<file path="config.mk">
export PLATFORM = sky130hd
export DESIGN_NAME = amiq_fifo_status_gen
export DESIGN_NICKNAME = d
export VERILOG_FILES = /design/src/rtl/amiq_fifo_status_pkg.sv /design/src/rtl/amiq_fifo_status_ch.sv /design/src/rtl/amiq_fifo_status_gen.sv
export SDC_FILE = /design/constraint.sdc
export NUM_CORES = 1
export LEC_CHECK = 0
export CORE_MARGIN = 5
export CORE_UTILIZATION = 50
export DETAILED_ROUTE_END_ITERATION = 16
export PLACE_DENSITY = 0.78
export SYNTH_ARGS = -nofsm -noshare
export SYNTH_HDL_FRONTEND = slang
export SYNTH_SLANG_ARGS = --single-unit
</file>
<file path="constraint.sdc">
create_clock -name clk -period 4 [get_ports clk]
set_input_delay 0.8 -clock clk [delete_from_list [all_inputs] [get_ports clk]]
set_output_delay 0.8 -clock clk [all_outputs]
set_load 0.02 [all_outputs]
</file>
<file path="src/rtl/amiq_fifo_status_pkg.sv">
// rtl/amiq_fifo_status_pkg.sv - shared types and helpers for the FIFO status generator
//
// Contents:
//   amiq_fifo_status_t : packed per-channel flag bundle
//   STATUS_RESET       : flag values held while rst is asserted
//   lvl_width()        : bits needed to hold a level in the range 0..depth
package amiq_fifo_status_pkg;

  typedef struct packed {
    logic full;
    logic alm_full;
    logic empty;
    logic alm_empty;
    logic overflow;
    logic underflow;
  } amiq_fifo_status_t;

  localparam amiq_fifo_status_t STATUS_RESET = '{
    full:      1'b0,
    alm_full:  1'b0,
    empty:     1'b1,
    alm_empty: 1'b1,
    overflow:  1'b0,
    underflow: 1'b0
  };

  // The level must reach DEPTH itself, hence depth+1 values.
  function automatic int lvl_width(input int depth);
    return $clog2(depth + 1);
  endfunction

endpackage

</file>
<file path="src/rtl/amiq_fifo_status_ch.sv">
// rtl/amiq_fifo_status_ch.sv - single-channel level counter, flags, sticky errors and watermark
//
// Ports:
//   clk, rst                 : clock, synchronous active-high reset
//   push, pop                : write / read strobes for this channel
//   alm_full_thresh          : alm_full when level >= DEPTH - min(thresh, DEPTH)
//   alm_empty_thresh         : alm_empty when level <= thresh
//   err_clr                  : clears sticky overflow/underflow (a new error wins)
//   wm_clr                   : reloads the watermark with the next level
//   level, watermark         : registered fill level and peak level
//   status                   : registered flag bundle
module amiq_fifo_status_ch
  import amiq_fifo_status_pkg::*;
#(
  parameter int DEPTH = 16,
  parameter int LVL_W = lvl_width(DEPTH)
) (
  input  logic              clk,
  input  logic              rst,
  input  logic              push,
  input  logic              pop,
  input  logic [LVL_W-1:0]  alm_full_thresh,
  input  logic [LVL_W-1:0]  alm_empty_thresh,
  input  logic              err_clr,
  input  logic              wm_clr,
  output logic [LVL_W-1:0]  level,
  output logic [LVL_W-1:0]  watermark,
  output amiq_fifo_status_t status
);

  localparam logic [LVL_W-1:0] DEPTH_L = LVL_W'(DEPTH);

  logic             pop_ok;
  logic             push_ok;
  logic [LVL_W-1:0] level_next;
  logic [LVL_W-1:0] af_clamped;
  logic [LVL_W-1:0] af_limit;

  always_comb begin
    // A pop on a full FIFO is always accepted, which is what frees the slot
    // for a simultaneous push; an empty FIFO rejects pop regardless of push.
    pop_ok  = pop && (level != '0);
    push_ok = push && ((level != DEPTH_L) || pop);

    level_next = level;
    if (push_ok && !pop_ok) begin
      level_next = level + LVL_W'(1);
    end else if (pop_ok && !push_ok) begin
      level_next = level - LVL_W'(1);
    end

    // Clamp before subtracting so the limit never wraps below zero.
    af_clamped = (alm_full_thresh > DEPTH_L) ? DEPTH_L : alm_full_thresh;
    af_limit   = DEPTH_L - af_clamped;
  end

  always_ff @(posedge clk) begin
    if (rst) begin
      level     <= '0;
      watermark <= '0;
      status    <= STATUS_RESET;
    end else begin
      level            <= level_next;
      status.full      <= (level_next == DEPTH_L);
      status.empty     <= (level_next == '0);
      status.alm_full  <= (level_next >= af_limit);
      status.alm_empty <= (level_next <= alm_empty_thresh);
      status.overflow  <= (push && !push_ok) || (status.overflow && !err_clr);
      status.underflow <= (pop && !pop_ok) || (status.underflow && !err_clr);
      if (wm_clr || (level_next > watermark)) begin
        watermark <= level_next;
      end
    end
  end

endmodule

</file>
<file path="src/rtl/amiq_fifo_status_gen.sv">
// rtl/amiq_fifo_status_gen.sv - multi-channel FIFO status generator top
//
// Ports:
//   clk, rst                          : clock, synchronous active-high reset
//   push, pop, err_clr, wm_clr        : per-channel strobes, bit i = channel i
//   alm_full_thresh, alm_empty_thresh : thresholds shared by all channels
//   level, watermark                  : channel i at [i*LVL_W +: LVL_W]
//   full, alm_full, empty, alm_empty  : per-channel status flags
//   overflow, underflow               : per-channel sticky errors
module amiq_fifo_status_gen
  import amiq_fifo_status_pkg::*;
#(
  parameter int DEPTH  = 16,
  parameter int NUM_CH = 4,
  parameter int LVL_W  = lvl_width(DEPTH)
) (
  input  logic                    clk,
  input  logic                    rst,
  input  logic [NUM_CH-1:0]       push,
  input  logic [NUM_CH-1:0]       pop,
  input  logic [LVL_W-1:0]        alm_full_thresh,
  input  logic [LVL_W-1:0]        alm_empty_thresh,
  input  logic [NUM_CH-1:0]       err_clr,
  input  logic [NUM_CH-1:0]       wm_clr,
  output logic [NUM_CH*LVL_W-1:0] level,
  output logic [NUM_CH-1:0]       full,
  output logic [NUM_CH-1:0]       alm_full,
  output logic [NUM_CH-1:0]       empty,
  output logic [NUM_CH-1:0]       alm_empty,
  output logic [NUM_CH-1:0]       overflow,
  output logic [NUM_CH-1:0]       underflow,
  output logic [NUM_CH*LVL_W-1:0] watermark
);

  amiq_fifo_status_t st [NUM_CH];

  for (genvar i = 0; i < NUM_CH; i++) begin : g_ch
    amiq_fifo_status_ch #(
      .DEPTH (DEPTH),
      .LVL_W (LVL_W)
    ) u_ch (
      .clk              (clk),
      .rst              (rst),
      .push             (push[i]),
      .pop              (pop[i]),
      .alm_full_thresh  (alm_full_thresh),
      .alm_empty_thresh (alm_empty_thresh),
      .err_clr          (err_clr[i]),
      .wm_clr           (wm_clr[i]),
      .level            (level[i*LVL_W +: LVL_W]),
      .watermark        (watermark[i*LVL_W +: LVL_W]),
      .status           (st[i])
    );

    assign full[i]      = st[i].full;
    assign alm_full[i]  = st[i].alm_full;
    assign empty[i]     = st[i].empty;
    assign alm_empty[i] = st[i].alm_empty;
    assign overflow[i]  = st[i].overflow;
    assign underflow[i] = st[i].underflow;
  end

endmodule

</file>
# After elaboration in Yosys (flattened, before gate mapping)
# Cells that the tools add are included.
op_classes:
  addsub: 9
  order_cmp: 13
  n_eq_ne: 8
  muxes: 9
  n_reduce_logical: 68
op_table:
  columns: ["op", "count"]
  rows:
  - ["5-bit 2-to-1 mux", 9]
  - ["1-bit logical AND", 32]
  - ["5-bit by 1-bit adder with 5-bit output, second input constant", 4]
  - ["5-bit == test, second input constant", 4]
  - ["5-bit greater-or-equal comparator", 4]
  - ["5-bit greater-than comparator", 4]
  - ["5-bit less-or-equal comparator", 4]
  - ["5-bit zero test", 4]
  - ["5-bit inequality test, second input constant", 4]
  - ["5-bit nonzero test", 4]
  - ["5-bit by 1-bit subtractor with 5-bit output, second input constant", 4]
  - ["1-bit logical OR", 16]
  - ["1-bit zero test", 12]
  - ["5-bit greater-than comparator, second input constant", 1]
  - ["5-bit subtractor, first input constant", 1]
word_totals:
  regBits: 64
  in_bits: 28
  output_inout_bits: 64
  elab_cells: 139

# Logic depth before layout (Yosys ltp)
# Gate-level depths: netlist of the first run.
depth:
  word_depth: 9
  mapped_depth: 15
  depth_no_buf: 14

# Modules after synthesis
# A second synthesis of the first run with hierarchy kept.
unflattened:
  cells_unflattened: 764
  hier_area_um2: 6311.1
modules_own_cells:
  columns: ["module", "n_inst", "cells_per_inst", "area_per_inst_um2", "seq_area_each_um2"]
  rows:
  - ["amiq_fifo_status_ch", 4, 191, 1577.8, 320.3]

# Worst setup path after synthesis of the first run
# OpenSTA, ideal clock, no wires.
synth_timing:
  path_kind: "register to register"
  start: "reg g_ch[3].u_ch.level[1]"
  end: "reg g_ch[3].u_ch.watermark[1]"
  setup_time_ns: 0.121
  arrival_ns: 3.559
  required_time_ns: 3.879
  setup_slack_ns: 0.320
  stages_incl_launch_ff: 14
  path_buffers: 0
  synth_period_minus_slack_ns: 3.680
  cell_sequence: "dfxtp_1 > inv_1 > ha_1 > nor3b_1 > o211ai_1 > a2bb2oi_1 > xor2_1 > inv_1 > ha_1 > a211o_1 > and3_1 > a221o_1 > a211oi_2 > mux2_2"
synth_via:
  elab_chain_len: 9
  elab_cells_between_ends: 15
  cone_classes: "add/sub (2); order compare (1); eq/ne (1); mux (2); reduce/logical (9)"
synth_lines:
  columns: ["item", "line", "text"]
  rows:
  - ["start: declaration", "amiq_fifo_status_ch.sv:26", "output logic [LVL_W-1:0] level,"]
  - ["start signal: assignment", "amiq_fifo_status_ch.sv:63", "level <= level_next;"]
  - ["parallel branches: the longest is 6 deep, another holds 5-bit by 1-bit subtractor with 5-bit output", null, null]
  - ["5-bit 2-to-1 mux *", "amiq_fifo_status_ch.sv:46", "if (push_ok && !pop_ok) begin"]
  - ["net g_ch[3].u_ch.level_next[3]", "amiq_fifo_status_ch.sv:35", "logic [LVL_W-1:0] level_next;"]
  - ["5-bit greater-than comparator *", "amiq_fifo_status_ch.sv:70", "if (wm_clr || (level_next > watermark)) begin"]
  - ["1-bit logical OR *", "amiq_fifo_status_ch.sv:70", null]
  - ["end signal: assignment", "amiq_fifo_status_ch.sv:71", "watermark <= level_next;"]
  - ["end: declaration", "amiq_fifo_status_ch.sv:27", "output logic [LVL_W-1:0] watermark,"]
# Mark *: on every way through the listed nets, which the timed path passes.
# A chain may end at the register's enable or synchronous reset.

# Worst setup path in the final report of the first run
layout_timing:
  start: "in pop[0]"
  end: "reg g_ch[0].u_ch.watermark[3]"
layout_via:
  elab_chain_len: 8
  elab_cells_between_ends: 11
  cone_classes: "order compare (1); mux (2); reduce/logical (8)"
layout_lines:
  columns: ["item", "line", "text"]
  rows:
  - ["start: declaration", "amiq_fifo_status_gen.sv:20", "input logic [NUM_CH-1:0] pop,"]
  - ["1-bit logical OR", "amiq_fifo_status_ch.sv:43", "push_ok = push && ((level != DEPTH_L) || pop);"]
  - ["1-bit logical AND", "amiq_fifo_status_ch.sv:43", null]
  - ["1-bit zero test", "amiq_fifo_status_ch.sv:48", "end else if (pop_ok && !push_ok) begin"]
  - ["1-bit logical AND", "amiq_fifo_status_ch.sv:48", null]
  - ["5-bit 2-to-1 mux", "amiq_fifo_status_ch.sv:48", null]
  - ["5-bit 2-to-1 mux *", "amiq_fifo_status_ch.sv:46", null]
  - ["net g_ch[0].u_ch.level_next[3]", "amiq_fifo_status_ch.sv:35", null]
  - ["5-bit greater-than comparator", "amiq_fifo_status_ch.sv:70", null]
  - ["1-bit logical OR", "amiq_fifo_status_ch.sv:70", null]
  - ["end signal: assignment", "amiq_fifo_status_ch.sv:71", null]
  - ["end: declaration", "amiq_fifo_status_ch.sv:27", null]
# Mark *: on every way through the listed nets, which the timed path passes. The rest lies on a longest branch.

==> results of run 1 <==
## placed cells by master, fill, tap and decap left out, types with 6 or more instances in the layout
cell,n
xnor2_1,7
a21oi_1,19
ha_1,65
mux2_2,7
nor2b_1,23
nor3_1,12
nand2_1,26
mux2i_1,6
buf_4,22
dfxtp_1,64
clkdlybuf4s50_1,91
nand3_1,7
nor2_1,48
o21ai_0,8
nor4b_1,6
o211ai_1,7
clkbuf_8,10
inv_1,53
a21o_1,12
nand2b_1,14
a31o_2,6
## power breakdown
part | leakage (nW) | total, W | switching (W) | internal, W
clock | 0.136 | 0.000739 | 0.000247 | 0.000492
sequential | 0.523 | 0.000951 | 0.000153 | 0.000799
combinational | 2.01 | 0.00288 | 0.00147 | 0.00141
total | 2.67 | 0.00457 | 0.00187 | 0.00270
## state kept, by name, summed over array words and instances (netlist names)
name / count
g_ch.u_ch.level: 20
g_ch.u_ch.watermark: 20
g_ch.u_ch.status: 24
## final timing paths
| kind | from | endpoint | slack [ps] | cells after the start |
|---|---|---|---|---|
| max | pop[0] | g_ch[0].u_ch.watermark[3]$_SDFFE_PP0P_ | 260 | 14 |
| min | g_ch[1].u_ch.status[0]$_SDFF_PP0_ | g_ch[1].u_ch.status[0]$_SDFF_PP0_ | 460 | 2 |
| max reg2reg | g_ch[2].u_ch.level[0]$_SDFF_PP0_ | g_ch[2].u_ch.watermark[3]$_SDFFE_PP0P_ | 320 | 13 |
| min reg2reg | g_ch[1].u_ch.status[0]$_SDFF_PP0_ | g_ch[1].u_ch.status[0]$_SDFF_PP0_ | 460 | 2 |
## per-layer routing
layer | routed length, um | part of all wire | GRT usage | up-vias
li1 | - | - | - | 2034
met1 | 5180 | 0.45 | 0.246 | 1910
met2 | 5580 | 0.49 | 0.368 | 95
met3 | 584 | 0.051 | 0.0509 | 7
met4 | 72 | 0.0063 | 0.0518 | 0
met5 | 0 | 0 | 0 | -
## area by class of cell
cell class,instances,area (um2)
multi-input cells,374,2920
fillers,714,2800
flip-flops and latches,64,1280
repair buffers,113,1080
inverters,53,199
clock buffers,10,138
well taps,108,135
clock inverters,6,130
## cells by family (layout without fill, tap and decap cells)
family                   Yosys count  count (layout)  synth area share
flip-flops                        64              64             0.288
AND/OR/NAND/NOR                  168             168             0.204
multiplexers                      17              17            0.0448
XOR/XNOR                          10              10            0.0197
buffers and inverters             64             182            0.0549
adder cells (fa/ha/maj)           67              67             0.188
AO/OA/AOI/OAI                    112             112             0.200
## metrics by stage
step / util / hold slack [ps]
3_3_place_gp: 0.646 / 453
6_report: 0.677 / 465
3_5_place_dp: 0.646 / 457
5_1_grt: 0.677 / 497
2_1_floorplan: - / 536
4_1_cts: 0.677 / 467
## critical path: stages
cell and delay (ps):
clkdlybuf4s50_1 530, inv_1 120, o211ai_1 250, a2bb2oi_1 250
xor2_1 210, inv_1 110, ha_1 200, a211o_1 290
and3_1 190, a221o_1 300, a211oi_2 250, buf_4 190
nor3_1 50, a31o_2 230
==> metrics, run 1 <==
Worst Path Required=between 4000 and 5000 ps; Setup WS pre-CTS=-65.2 ps; total CTS buffers=9; Clk pin slew, worst setup/hold paths=70 ps; fin crit share=0.935; gr usage total=0.206; pin count of the biggest net entering global routing=43; Clk Latency, worst-skew pair=between 300 and 400 ps; Post-synth top cells=ha_1 (65), dfxtp_1 (64), inv_1 (53); total power=between 0.004 and 0.005 W; Initial Util=0.512; Final Wtd Congestion=roughly 0.92; most frequent cell after synthesis=ha_1; final setup margin=around 260 ps; Worst Path Class, Setup=in2reg; Port-buffer cells=91; num ports=92; first-pass GRT wire length=~19000 um; CORE AREA=8680 um2; Max Slew Vio Count=0; number of remaining DRC errors=0; Final Instance Count excl. Fillers=728; Least-Margin Pin Slew=648 ps; Hold Vio Cnt, Final=0; first drt pass iteration count=4; Mapped Area=between 4000 and 5000 um2; post-synthesis sequential area ratio=0.288; Max Fclk=between 200 and 300 MHz; CTS Hold Bufs=0; Overflow after GRT=0; Final setup viols=0; CP endpoint kind=flip-flop; clock tree buffer depth=2; total negative slack=0 ps; Synth Warn #=0; Cell variety after synth=a little over 70; top-area cell type share of the netlist area=0.288; Layout Nets=just over 700; Final HPWL DP=around 9000 um; Startpoint Class=input pin; vias in the first global route=roughly 4100; antenna violations before repair=0; min cycle time layout=between 3000 and 4000 ps; Mapped Nets=between 500 and 600; Die Height=~100 um; die width=about 100 um; WL final=~11000 um; EDFF count, synth=0; Seq cells post-synth=64; row cnt=34; Setup Skew=8.89 ps; Most used DFF post-synth=dfxtp_1; max_slew headroom=0.567; CTS tree=yes; outcome=finished clean; vias per cell=5.56; Async SR Flop Fraction=0; Initial DRC Count=59; vias=4046; Worst EP arrival=roughly 4000 ps; Synth area leaders=dfxtp_1 (29%), ha_1 (18%), inv_1 (4.5%), nor2_1 (4.1%), nor2b_1 (3.2%); CTS Root Cell=clkbuf_8; Cell Pwr Density=778 nW/um2; clk sinks=64; worst min-delay path category=reg2reg; syn_area_per_cell=8.85 um2; die area=10900 um2; RSZ-0062 raised after global routing=false; Lkg Pwr=2.67 nW; Placed Area=5610 um2; top cell type by total area after synthesis=dfxtp_1; placed instance count=~710; Layout area overhead=32.3%; layout cell share with drive strength beyond 1=0.113; Post-Synthesis Cells=502; Final ANT Viol Nets=0; drt wl/cell=roughly 16 um; crit-path max FO=6; Max VDD drop=around 0.48 mV; Diodes inserted=0; H-tree lvl count=3; Resized cells post-CTS=0; fin area=approximately 5900 um2; Post-CTS Setup Inserts=0; MaxCap Viol Count=0
No activity file was read; power rests on OpenSTA's default activity.
==> run 2: changes to the inputs <==
Settings changed: CORE_MARGIN 5 to 2.
==> run 2 against run 1 <==
Net effect: utilization is 0.49 points lower; non-clock buffer count rose by 1; fmax up 0.38%; critical path depth decreased by 1; hold slack got worse by 4.0 ps; sequential share of layout area increased by 0.16 points; routed wire length fell by 5.7%; cell area is 0.72% lower; final cell count increased by 0.14%; sequential power down 0.5%; combinational power about the same; critical endpoint is now g_ch[0].u_ch.watermark[1]$_SDFFE_PP0P_; largest power group unchanged.
==> metrics, run 2 (synthesis results as in run 1) <==
Final ANT Viol Nets=0 (unchanged); H-tree lvl count=3 (unchanged); antenna violations before repair=0 (unchanged); Startpoint Class=input pin; total CTS buffers=9 (unchanged); die width=98.3 um (-5.8%); Post-CTS Setup Inserts=0 (unchanged); min cycle time layout=3730 ps (-14.3 ps); most frequent cells in the layout=clkdlybuf4s50_1 (91), ha_1 (65), dfxtp_1 (64), inv_1 (53), nor2_1 (48); most common cell after layout, fill and taps aside=clkdlybuf4s50_1; Top Registers=g_ch.u_ch.status: 24 flops, g_ch.u_ch.level: 20 flops, g_ch.u_ch.watermark: 20 flops; Layout Nets=709 (+0.14%); clk sinks=64 (unchanged); num ports=92 (unchanged); worst min-delay path category=reg2reg; RSZ-0062 raised after global routing=false; vias=4065 (+0.47%); row cnt=34 (unchanged); vias per cell=5.58 (+0.33%); MaxCap Viol Count=0 (unchanged); crit-path max FO=7 (+1); fin crit share=0.932 (-0.00358); FF+latch area=1280 um2 (unchanged); Initial Util=0.512 (unchanged); die area=9660 um2 (-11%); Worst path top cell family by delay=compound AO/OA/AOI/OAI gates; Die Height=98.3 um (-5.8%); Top cell by count, worst path=inv_1; Clk Latency, worst-skew pair=340 ps (about the same); vias in the first global route=4071 (-1.7%); Worst EP arrival=3960 ps (about the same); Layout area overhead=31.3%; largest register by flop count=g_ch.u_ch.status; Layout Utilization=0.672 (-0.00490); number of remaining DRC errors=0 (unchanged); CP endpoint kind=flip-flop; first-pass GRT wire length=18500 um (-3.3%); Initial DRC Count=124 (+110%); Port-buffer cells=91 (unchanged); hold_ws=461 ps (-3.97 ps); Max Slew Vio Count=0 (unchanged); final setup margin=274 ps (+14.3 ps); layout cell share with drive strength beyond 1=0.113 (-0.000182); Worst Path Required=4240 ps (about the same); Final Wtd Congestion=0.918 (about the same); max_slew headroom=0.562 (-0.00501); Multi-input gate area=2920 um2 (unchanged); gr usage total=0.230 (+0.0237); Max VDD drop=0.503 mV (+4.9%); WL final=10800 um (-5.7%); Max Fclk=268 MHz (+0.38%); CORE AREA=8680 um2 (unchanged); Cell Pwr Density=755 nW/um2 (-2.8%); outcome=finished clean; drt wl/cell=14.8 um (-5.9%); Final HPWL DP=8150 um (-7.9%); worst-path cell with the longest stage delay=clkdlybuf4s50_1; Worst Path Class, Setup=in2reg; clock tree buffer depth=2 (unchanged); Critical Path, Cell by Cell=clkdlybuf4s50_1 > inv_1 > o211ai_1 > a2bb2oi_1 > xor2_1 > inv_1 > ha_1 > a211o_1 > and3_1 > a221o_1 > a211oi_2 > buf_4 > mux2_2; Setup Skew=6.21 ps (-2.68 ps); total power=0.00441 W (-3.5%); first drt pass iteration count=4 (unchanged); CTS tree=yes; Least-Margin Pin Slew=651 ps (+2.67 ps); CTS Root Cell=clkbuf_8; Resized cells post-CTS=0 (unchanged); Diodes inserted=0 (unchanged); fill count=726 (+1.7%); Lkg Pwr=2.65 nW (-0.72%); Critical Path Max Stage Delay=530 ps (about the same); max FFs per register=24 (unchanged); Setup WS pre-CTS=-23.4 ps (+41.8 ps); Hold Vio Cnt, Final=0 (unchanged); pin count of the biggest net entering global routing=43 (unchanged); Buf+Inv Stages, Crit Path=4 (unchanged); Overflow after GRT=0 (unchanged); CTS Hold Bufs=0 (unchanged); Final setup viols=0 (unchanged); Clk pin slew, worst setup/hold paths=70 ps (about the same)
==> run 2: changes by cell type in the layout (fill, tap and decap cells not counted), sizes merged <==
cell    delta
buf        +1
clkinv     -1
clkbuf     +4
bufinv     -3
==> run 2: per-stage QoR <==
step,TNS (ps),std cells,cell area [um2]
floorplan,0,502,4440
global placement,0,713,5620
detailed placement,-53.3,713,5620
CTS,0,729,5840
global route,0,729,5840
finish,0,729,5840
==> run 2: worst paths after layout <==
path	from	endpoint	slack (ps)	depth (start not counted)
worst max-delay path	pop[0]	g_ch[0].u_ch.watermark[1]$_SDFFE_PP0P_	270	13
worst min-delay path	g_ch[1].u_ch.status[0]$_SDFF_PP0_	g_ch[1].u_ch.status[0]$_SDFF_PP0_	460	2
worst max register to register	g_ch[2].u_ch.level[0]$_SDFF_PP0_	g_ch[2].u_ch.watermark[2]$_SDFFE_PP0P_	300	13
worst min register to register	g_ch[1].u_ch.status[0]$_SDFF_PP0_	g_ch[1].u_ch.status[0]$_SDFF_PP0_	460	2
==> run 2: final cells by class <==
class	instances	area share
Multi-Input combinational cell	374	0.500
Sequential cell	64	0.220
Tap cell	108	0.0232
Inverter	53	0.0341
Clock inverter	2	0.00600
Timing Repair Buffer	114	0.186
Clock buffer	14	0.0313
==> run 2: worst reg2reg max path: cells and delay by family, from the launching register on <==
| kind | cells | cell delay [ps] |
|---|---|---|
| adder cells (fa/ha/maj) | 3 | 820 |
| AO/OA/AOI/OAI | 4 | 930 |
| AND/OR/NAND/NOR | 2 | 600 |
| multiplexers | 2 | 640 |
| flip-flops | 1 | 350 |
| buffers and inverters | 2 | 230 |
==> run 2: layer usage <==
layer	vias up	share of wire	global-route usage
met5	-	0	0
met4	0	0.021	0.0843
met3	19	0.052	0.0451
met2	109	0.47	0.398
met1	1899	0.45	0.284
li1	2038	-	-
==> run 2: where the power goes <==
part / leakage [nW] / internal [W] / switching, W
clock: 0.113 / 0.000355 / 0.000245
combinational: 2.01 / 0.00142 / 0.00145
sequential: 0.523 / 0.000799 / 0.000148
total: 2.65 / 0.00257 / 0.00184
==> run 3: changes to the inputs <==
Settings changed: HOLD_SLACK_MARGIN set to 0.08.
==> results of run 3 <==
Same layout as run 2: the final DEF is identical, and so are final timing and power.
